==> src/rtl/ext_bus_arbiter.sv <==
// Two-port arbiter and sequencer for the shared 16-bit multiplexed external RAM bus.
// Pad outputs are decoded from the registered state and transaction fields only.
module ext_bus_arbiter #(
    parameter bit FIXED_PRIO = 1'b0,
    parameter int ADDR_W     = 32
) (
    input  logic              clk,
    input  logic              rst,
    input  logic              req0,
    input  logic              we0,
    input  logic [1:0]        size0,
    input  logic [ADDR_W-1:0] addr0,
    input  logic [31:0]       wdata0,
    input  logic              req1,
    input  logic              we1,
    input  logic [1:0]        size1,
    input  logic [ADDR_W-1:0] addr1,
    input  logic [31:0]       wdata1,
    output logic              ack0,
    output logic              ack1,
    output logic [31:0]       rdata,
    output logic              busy,
    output logic [15:0]       bus_out,
    input  logic [15:0]       bus_in,
    output logic              le_lo,
    output logic              le_hi,
    output logic              OEb,
    output logic              WEb_lo,
    output logic              WEb_hi,
    output logic              bus_dir
);

    typedef enum logic [2:0] {
        S_IDLE = 3'd0,
        S_ALO  = 3'd1,
        S_AHI  = 3'd2,
        S_D0   = 3'd3,
        S_ALO2 = 3'd4,
        S_D1   = 3'd5,
        S_DONE = 3'd6
    } state_t;

    state_t            state_r;
    state_t            state_s;
    logic              grant_valid_s;
    logic              grant_port_s;
    logic              port_r;
    logic              we_r;
    logic [1:0]        size_r;
    logic [ADDR_W-1:0] addr_r;
    logic [31:0]       wdata_r;
    logic              last_grant_r;
    logic              ack0_r;
    logic              ack1_r;
    logic [31:0]       rdata_r;
    logic              sel_we_s;
    logic [1:0]        sel_size_s;
    logic [ADDR_W-1:0] sel_addr_s;
    logic [31:0]       sel_wdata_s;
    logic [15:0]       ahi_s;
    logic              is_byte_s;
    logic              is_word_s;

    assign sel_we_s    = grant_port_s ? we1    : we0;
    assign sel_size_s  = grant_port_s ? size1  : size0;
    assign sel_addr_s  = grant_port_s ? addr1  : addr0;
    assign sel_wdata_s = grant_port_s ? wdata1 : wdata0;

    assign is_byte_s = (size_r == 2'd0);
    assign is_word_s = size_r[1];

    // Upper address bits for the high latch, zero-padded to the bus width.
    for (genvar gi = 0; gi < 16; gi++) begin : g_ahi
        if (17 + gi < ADDR_W) begin : g_bit
            assign ahi_s[gi] = addr_r[17+gi];
        end else begin : g_pad
            assign ahi_s[gi] = 1'b0;
        end
    end

    // Arbitration and next-state decode.
    always_comb begin
        state_s       = state_r;
        grant_valid_s = 1'b0;
        grant_port_s  = 1'b0;
        case (state_r)
            S_IDLE: begin
                if (req0 && req1) begin
                    grant_valid_s = 1'b1;
                    grant_port_s  = FIXED_PRIO ? 1'b0 : ~last_grant_r;
                end else if (req0) begin
                    grant_valid_s = 1'b1;
                    grant_port_s  = 1'b0;
                end else if (req1) begin
                    grant_valid_s = 1'b1;
                    grant_port_s  = 1'b1;
                end else begin
                    grant_valid_s = 1'b0;
                end
                state_s = grant_valid_s ? S_ALO : S_IDLE;
            end
            S_ALO:   state_s = S_AHI;
            S_AHI:   state_s = S_D0;
            S_D0:    state_s = is_word_s ? S_ALO2 : S_DONE;
            S_ALO2:  state_s = S_D1;
            S_D1:    state_s = S_DONE;
            S_DONE:  state_s = S_IDLE;
            default: state_s = S_IDLE;
        endcase
    end

    // State, captured request, read data and ack registers.
    always_ff @(posedge clk or posedge rst) begin
        if (rst) begin
            state_r      <= S_IDLE;
            port_r       <= 1'b0;
            we_r         <= 1'b0;
            size_r       <= 2'd0;
            addr_r       <= '0;
            wdata_r      <= 32'h0;
            last_grant_r <= 1'b1;
            ack0_r       <= 1'b0;
            ack1_r       <= 1'b0;
            rdata_r      <= 32'h0;
        end else begin
            state_r <= state_s;
            ack0_r  <= (state_s == S_DONE) && !port_r;
            ack1_r  <= (state_s == S_DONE) && port_r;
            if ((state_r == S_IDLE) && grant_valid_s) begin
                port_r  <= grant_port_s;
                we_r    <= sel_we_s;
                size_r  <= sel_size_s;
                addr_r  <= sel_addr_s;
                wdata_r <= sel_wdata_s;
                if (!sel_we_s) begin
                    rdata_r <= 32'h0;
                end
            end
            if ((state_r == S_D0) && !we_r) begin
                if (is_byte_s) begin
                    rdata_r[7:0] <= addr_r[0] ? bus_in[15:8] : bus_in[7:0];
                end else begin
                    rdata_r[15:0] <= bus_in;
                end
            end
            if ((state_r == S_D1) && !we_r) begin
                rdata_r[31:16] <= bus_in;
            end
            if (state_r == S_DONE) begin
                last_grant_r <= port_r;
            end
        end
    end

    // Pad sequencing decoded from the registered state; latch enables follow the high clock phase.
    always_comb begin
        bus_out = 16'h0000;
        le_lo   = 1'b0;
        le_hi   = 1'b0;
        OEb     = 1'b1;
        WEb_lo  = 1'b1;
        WEb_hi  = 1'b1;
        bus_dir = 1'b1;
        case (state_r)
            S_ALO: begin
                bus_out = addr_r[16:1];
                le_lo   = clk;
                bus_dir = 1'b0;
            end
            S_AHI: begin
                bus_out = ahi_s;
                le_hi   = clk;
                bus_dir = 1'b0;
            end
            S_D0: begin
                if (we_r) begin
                    bus_dir = 1'b0;
                    if (is_byte_s) begin
                        bus_out = addr_r[0] ? {wdata_r[7:0], 8'h00} : {8'h00, wdata_r[7:0]};
                        WEb_hi  = ~addr_r[0];
                        WEb_lo  = addr_r[0];
                    end else begin
                        bus_out = wdata_r[15:0];
                        WEb_hi  = 1'b0;
                        WEb_lo  = 1'b0;
                    end
                end else begin
                    OEb = 1'b0;
                end
            end
            S_ALO2: begin
                bus_out = addr_r[16:1] | 16'h0001;
                le_lo   = clk;
                bus_dir = 1'b0;
            end
            S_D1: begin
                if (we_r) begin
                    bus_dir = 1'b0;
                    bus_out = wdata_r[31:16];
                    WEb_hi  = 1'b0;
                    WEb_lo  = 1'b0;
                end else begin
                    OEb = 1'b0;
                end
            end
            default: begin
                bus_out = 16'h0000;
            end
        endcase
    end

    assign ack0  = ack0_r;
    assign ack1  = ack1_r;
    assign rdata = rdata_r;
    assign busy  = (state_r != S_IDLE);

endmodule

==> config.mk <==
export PLATFORM = sky130hd
export DESIGN_NAME = ext_bus_arbiter
export DESIGN_NICKNAME = d
export VERILOG_FILES = /design/src/rtl/ext_bus_arbiter.sv
export SDC_FILE = /design/constraint.sdc
export NUM_CORES = 1
export LEC_CHECK = 0
export ABC_AREA = 1
export CORE_MARGIN = 10
export CORE_UTILIZATION = 49
export CTS_CLUSTER_DIAMETER = 50
export DETAILED_ROUTE_END_ITERATION = 16
export PLACE_DENSITY = 0.87
export SLEW_MARGIN = 10
export SYNTH_ARGS = -nofsm -noshare
export SYNTH_HDL_FRONTEND = slang
export SYNTH_SLANG_ARGS = --single-unit
export TNS_END_PERCENT = 20
==> constraint.sdc <==
create_clock -name clk -period 12.25 [get_ports clk]
set_clock_uncertainty 0.2 [all_clocks]
set_input_delay 3.0625 -clock clk [delete_from_list [all_inputs] [get_ports clk]]
set_output_delay 3.0625 -clock clk [all_outputs]
set_load 0.03 [all_outputs]
==> metrics.csv, run 1 <==
metric;value;unit
grt_usage;21.1;%
syn-num-nets;927;
grt_pass1_wl;28200;um
grt_max_degree;75;
clock_path_buffers;2;
vias;5752;
drive_gt1_share;5.50;%
num_antenna_cells;0;
relSlewSlack;26.5;%
cts_resized;0;
num_rows;39;
drc;0;
crit_path_end_kind;primary output;
vias_per_cell;5.20;
wl;18200;um
slew_viol_final;0;
status;complete, no violations;
io_pins;211;
synth_top_area_cell;dfrtp_1;
cellLeakagePower;4.25;nW
yosysTopAreaCellShare;45.4;%
ys_seq_elements;106;
overflow;0;
peakVddDrop;0.167;mV
hpwl;13900;um
areaGrowthSynthToFinish;41.3;%
hp-class;reg -> reg;
ant_nets;0;
first_iter_violations;480;
globalplace.congestion;0.896;
dieArea;16600;um^2
place_ws;2.20;ns
cp_data_required_time;8.99;ns
netlist_instances;773;
clock_latency;0.35;ns
dr.pass1.iters;5;
power.density;225;nW/um^2
hold_viol_final;0;
core_area;11500;um^2
setup_violations;0;
grt_pass1_vias;5702;
synth_area_leaders;dfrtp_1 45%, nand2_1 22%, o211ai_1 8.4%, inv_1 5.5%, nand3_1 3.6%;
cts_tree;done;
timing.final.ws_setup;1.79;ns
die_h;129;um
portBuffers;210;
syn-mean-instance-area;7.49;um^2
timing.setup.critical_path_class;clk -> out;
clkSlewWorstSetupHoldPaths;0.07;ns
synth_area;5790;um^2
antenna_found_initial;0;
fin_nets;1113;
rsz0062_at_grt;no;
cts_buffers;9;
post-cts-setup-buffer-count;0;
synth_warnings;0;
die_w;129;um
wire_per_inst;16.5;um
critPathArrivalTime;7.20;ns
cts_root_buffer;clkbuf_16;
cap_violations;0;
tns;0;ns
holdBufCountCts;0;
critPathLaunchType;clock port;
start_util;50.5;%
worst_pin_slew;1.10;ns
crit_fanout;15;
h-tree-depth;3;
synth_cell_type_count;34;
yosysSeqAreaShare;45.9;%
==> flip-flops by register name (all words and copies together) (netlist names) <==
name and cells:
ack0 1, ack1 1, addr_r 32, last_grant_r 1, port_r 1, rdata 32, size_r 2, state_r 3
wdata_r 32, we_r 1
==> final timing paths <==
kind                                 start         end  slack [ns]  cells past startpoint
worst min-delay path                port_r        ack0        0.25                      1
worst min register to register      port_r        ack0        0.25                      1
max in group asynchronous              rst  addr_r[11]        7.76                      3
min in group asynchronous              rst   rdata[11]        2.86                      2
worst max register to register  state_r[1]   rdata[14]        9.73                      7
worst max-delay path                   clk       le_hi        1.79                      5
==> layout by cell type (no fill, tap or decap), drive strengths merged <==
master and instances:
nand2 341, clkdlybuf4s50 210, dfrtp 105, inv 93, o211ai 66, nand3 54
nor2 42, o21ai 14, clkbuf 10, nand4 8, a21boi 7, buf 3
clkinvlp 2, clkinv 2, o21bai 1, o21a 1, nor3 1, o22ai 1
a21oi 1, bufinv 1, dfstp 1
==> through the flow <==
stage | hold WS, ns | power, mW | cells | utilization (%) | instance area (um^2)
floorplan | 0.202 | 1.20 | 773 | - | 5790
detailed placement | 0.225 | 1.55 | 1090 | 68.7 | 7880
finish | 0.247 | 1.84 | 1107 | 71.3 | 8180
global placement | 0.228 | 1.53 | 1090 | 68.7 | 7880
CTS | 0.249 | 1.85 | 1107 | 71.3 | 8180
global route | 0.263 | 1.96 | 1107 | 71.3 | 8180
==> cell families after synthesis <==
family / Yosys count / share of synthesized area (%)
simple gates: 446 / 33.1
buf+inv: 130 / 9.79
flops: 106 / 45.9
compound gates: 91 / 11.2
==> final cells by class <==
cell class	count	area (um^2)
fill	912	3290
clock inverter	8	70.1
timing repair buffer	211	2100
inverter	90	343
tap	143	179
sequential	106	2650
clock buffer	12	249
multi-input combinational	537	2580
==> layer usage <==
layer	track usage, %	routed length [um]	up-vias
met5	0	0	-
met4	7.60	424	0
met3	7.39	1720	40
met2	36.0	8940	221
met1	23.9	7130	2670
li1	-	-	2821
==> Yosys cell counts (all sizes together) <==
cell    count
inv        90
o211ai     66
nor3        1
o22ai       1
buf        34
a21oi       1
clkinv      1
nand2     341
o21ai      14
a21boi      7
nand4       8
nor2       42
o21bai      1
dfstp       1
clkbuf      5
dfrtp     105
nand3      54
o21a        1
==> worst max-delay path, stage by stage <==
cell and delay (ns):
clkbuf_16 0.17, clkbuf_16 0.18, inv_1 0.06, nor2_1 0.05
clkdlybuf4s50_1 0.61
==> where the power goes <==
group | switching (mW) | internal, mW | leakage (nW)
registers | 0.118 | 0.499 | 1.35
logic | 0.572 | 0.339 | 2.74
clock network | 0.146 | 0.166 | 0.161
Power figures use the tool's default switching activity.
==> run 2: changes to the inputs <==
--- a/constraint.sdc
+++ b/constraint.sdc
@@ -4,2 +4,2 @@
 set_output_delay 3.0625 -clock clk [all_outputs]
-set_load 0.03 [all_outputs]
+set_load 0.01 [all_outputs]
==> metrics.csv, run 2 (synthesis results as in run 1) <==
metric;value;unit;change
status;complete, no violations;;
portBuffers;210;;unchanged
grt_pass1_vias;5610;;-1.6%
drive_gt1_share;5.50;%;unchanged
critPathLaunchType;clock port;;
ant_nets;0;;unchanged
first_iter_violations;544;;+13%
gr-usage-met1;24.4;%;+0.44 points
path_cells;clkbuf_16, clkbuf_16, inv_1, a21oi_1, clkdlybuf4s50_1;;
holdBufCountCts;0;;unchanged
num_rows;39;;unchanged
grt_usage;20.8;%;-0.29 points
layout_commonest_cell;nand2_1;;
place_inst;1090;;unchanged
die_h;129;um;unchanged
multi_input_area;2580;um^2;unchanged
dr.pass1.iters;6;;+1
cp_data_required_time;8.99;ns;about the same
fill_cells;905;;-0.77%
cts_root_buffer;clkbuf_16;;
grt_most_used_layer;met2;;
slew_viol_final;0;;unchanged
cts_buffers;9;;unchanged
globalplace.congestion;0.862;;-3.8%
timing.setup.critical_path_class;clk -> out;;
die_w;129;um;unchanged
clock_path_buffers;2;;unchanged
antenna_found_initial;0;;unchanged
drc;0;;unchanged
rsz0062_at_grt;no;;
hpwl;13800;um;-0.31%
cpLargestDelayFamily;buffers and inverters;;
core_area;11500;um^2;unchanged
wire_per_inst;16.2;um;-1.7%
post-cts-setup-buffer-count;0;;unchanged
crit_top_cell;clkbuf_16;;
setup_violations;0;;unchanged
max_stage_delay;0.51;ns;-0.10 ns
hold_viol_final;0;;unchanged
cp_slowest_cell;clkdlybuf4s50_1;;
cap_violations;0;;unchanged
use_met3;7.10;%;-0.29 points
tns;0;ns;unchanged
worst_pin_slew;1.09;ns;-0.0118 ns
num_antenna_cells;0;;unchanged
areaGrowthSynthToFinish;42.0;%;
h-tree-depth;3;;unchanged
hp-class;reg -> reg;;
clock_latency;0.34;ns;about the same
vias;5723;;-0.50%
power.density;211;nW/um^2;-6.2%
crit_buf_inv;4;;unchanged
vias_per_cell;5.17;;-0.50%
clkSlewWorstSetupHoldPaths;0.07;ns;about the same
crit_fanout;16;;+1
crit_path_end_kind;primary output;;
dieArea;16600;um^2;unchanged
io_pins;211;;unchanged
grt_max_degree;69;;-8.0%
grt_util_met2;34.7;%;-1.4 points
wl;17900;um;-1.7%
fin_nets;1113;;unchanged
seqCellArea;2650;um^2;unchanged
grt_pass1_wl;27800;um;-1.2%
relSlewSlack;27.3;%;+0.79 points
holdWs;0.232;ns;-0.0153 ns
peakVddDrop;0.142;mV;-15%
final_cell_mix;335 x nand2_1, 210 x clkdlybuf4s50_1, 105 x dfrtp_1;;
instances_no_fill;1107;;unchanged
cts_resized;0;;unchanged
cellLeakagePower;4.27;nW;+0.52%
critPathArrivalTime;7.07;ns;-0.13 ns
start_util;50.5;%;unchanged
cts_tree;done;;
overflow;0;;unchanged
==> run 2: power by group <==
part / switching [mW] / internal (mW) / leakage (nW)
Clock: 0.135 / 0.197 / 0.183
Combinational: 0.453 / 0.339 / 2.74
Sequential: 0.112 / 0.499 / 1.35
==> run 2: worst reg2reg max path, delay by kind of cell, from the launching register on <==
kind,cells,cell delay [ns]
buf+inv,1,0.53
simple gates,6,1.17
flops,1,0.55
==> run 2: area by class of cell <==
cell class	count	area share [%]
Clock buffer	12	3.03
Multi-Input combinational cell	537	31.4
Clock inverter	8	1.34
Tap cell	143	2.18
Timing Repair Buffer	211	25.6
Sequential cell	106	32.3
Inverter	90	4.17
==> run 2: layer usage <==
layer  wire length, um  vias up
li1                  -     2813
met1              7120     2656
met2              8660      222
met3              1690       32
met4               444        0
met5                 0        -
==> run 2: metrics by stage <==
stage                     setup slack [ns]  power, mW  instance area (um^2)  util [%]
after floorplan                       2.75       1.07                  5790         -
after global placement                2.31       1.40                  7880      68.7
after detailed placement              2.32       1.42                  7880      68.7
after CTS                             1.89       1.75                  8220      71.7
after global routing                  1.87       1.86                  8220      71.7
final                                 1.92       1.73                  8220      71.7
==> run 2: path summary, 6_finish.rpt <==
check	startpoint	endpoint	slack, ns	cells past startpoint
worst max-delay path	clk	le_lo	1.92	5
worst min-delay path	port_r	ack0	0.23	1
worst max register to register	state_r[1]	rdata[4]	9.74	7
worst min register to register	port_r	ack0	0.23	1
max in group asynchronous	rst	wdata_r[6]	7.77	3
min in group asynchronous	rst	ack0	2.94	2
==> run 3: changes to the inputs <==
Settings changed: CORE_UTILIZATION 49 to 41, PLACE_DENSITY 0.87 to 0.78.
Clock period 12.25 ns to 9.1 ns, I/O delays scaled along.
==> metrics.csv, run 3 (synthesis results as in run 1) <==
metric;value;unit;change
rsz0062_at_grt;no;;
cts_tree;done;;
cts_resized;0;;unchanged
cts_root_buffer;clkbuf_16;;
wl;18300;um;+2.3%
drc;0;;unchanged
swShare;41.8;%;+1.5 points
hp-class;reg -> reg;;
wire_per_inst;16.0;um;-1.2%
layout_commonest_cell;nand2_1;;
first_iter_violations;372;;-32%
grt_usage;18.8;%;-2.1 points
grt_max_degree;69;;unchanged
dieArea;19300;um^2;+16%
antenna_found_initial;2;;+2
p_switching;0.957;mW;+37%
hpwl;14100;um;+2.4%
cellLeakagePower;4.25;nW;-0.53%
fin_nets;1113;;unchanged
holdBufCountCts;0;;unchanged
crit_fanout;13;;-3
grt_pass1_wl;29600;um;+6.4%
areaGrowthSynthToFinish;42.2;%;
globalplace.congestion;0.889;;+3.1%
dr.pass1.iters;5;;-1
p_int;1.33;mW;+29%
relSlewSlack;27.1;%;-0.14 points
ant_nets;0;;unchanged
final_cell_mix;335 x nand2_1, 210 x clkdlybuf4s50_1, 105 x dfrtp_1;;
crit_path_end_kind;primary output;;
status;complete, no violations;;
hold_viol_final;0;;unchanged
clock_path_buffers;2;;unchanged
cts_buffers;9;;unchanged
vias_per_cell;4.88;;-5.6%
critPathArrivalTime;5.52;ns;-1.55 ns
cap_violations;0;;unchanged
timing.setup.critical_path_class;clk -> out;;
portBuffers;210;;unchanged
critPathLaunchType;clock port;;
overflow;0;;unchanged
num_rows;43;;+10%
io_pins;211;;unchanged
cp_data_required_time;6.63;ns;-2.36 ns
grt_pass1_vias;5746;;+2.4%
power.density;278;nW/um^2;+32%
die_w;139;um;+7.9%
drive_gt1_share;5.60;%;+0.10 points
peakVddDrop;0.124;mV;-13%
h-tree-depth;3;;unchanged
setup_violations;0;;unchanged
pwr-share-seq;35.8;%;+0.6 points
holdWs;0.229;ns;-0.00281 ns
post-cts-setup-buffer-count;0;;unchanged
die_h;139;um;+7.9%
utilization;59.3;%;-12 points
worst_pin_slew;1.09;ns;+0.00213 ns
vias;5591;;-2.3%
clock_latency;0.35;ns;about the same
p_comb_share;46.6;%;+0.9 points
slew_viol_final;0;;unchanged
start_util;41.7;%;-8.8 points
pwr-share-clk;17.7;%;-1.4 points
clkSlewWorstSetupHoldPaths;0.08;ns;about the same
tns;0;ns;unchanged
core_area;13900;um^2;+21%
[run 3: changes by cell type in the layout (fill, tap and decap cells not counted), sizes merged]
cell / before / now
diode: 0 / 2
clkbuf: 10 / 9
clkinvlp: 1 / 2
inv: 91 / 94
bufinv: 3 / 0
[run 3: path summary, 6_finish.rpt]
check / startpoint / endpoint / slack (ns) / cells after the start
worst max register to register: last_grant_r / rdata[7] / 6.54 / 8
worst min-delay path: port_r / ack0 / 0.23 / 1
min in group asynchronous: rst / rdata[10] / 2.18 / 2
worst max-delay path: clk / le_hi / 1.11 / 5
max in group asynchronous: rst / addr_r[27] / 5.42 / 3
worst min register to register: port_r / ack0 / 0.23 / 1
[run 3: worst max-delay path, stage by stage]
cell and delay (ns):
clkbuf_16 0.16, clkbuf_16 0.18, inv_1 0.06, nor2_1 0.04, clkdlybuf4s50_1 0.52
[run 3: stage by stage]
step / setup WS (ns) / std cells / area (um^2) / power (mW)
CTS: 1.07 / 1144 / 8230 / 2.31
detailed placement: 1.53 / 1127 / 7930 / 1.92
floorplan: 1.97 / 773 / 5790 / 1.44
global route: 1.08 / 1145 / 8230 / 2.48
global placement: 1.53 / 1127 / 7930 / 1.89
finish: 1.11 / 1146 / 8230 / 2.29
[run 3: cell type report]
class | count | area, um^2
Sequential cell | 106 | 2650
Multi-Input combinational cell | 537 | 2580
Clock buffer | 11 | 245
Timing Repair Buffer | 211 | 2100
Tap cell | 180 | 225
Clock inverter | 9 | 76.3
Fill cell | 1286 | 5650
Inverter | 90 | 343
Antenna cell | 2 | 5.00
[run 3: routing by layer]
metal	global-route usage, %	share of wire [%]
met1	23.0	42
met2	30.1	47
met3	6.58	9.7
met4	6.26	2.1
met5	0	0
[run 3: power groups by stage]
stage | clock network, mW | registers [mW] | logic, mW
final | 0.404 | 0.818 | 1.07
after global routing | 0.430 | 0.846 | 1.20
after CTS | 0.411 | 0.818 | 1.08
after detailed placement | 0.0154 | 0.824 | 1.08
after global placement | 0.0154 | 0.822 | 1.05
after floorplan | 0.00722 | 0.801 | 0.636
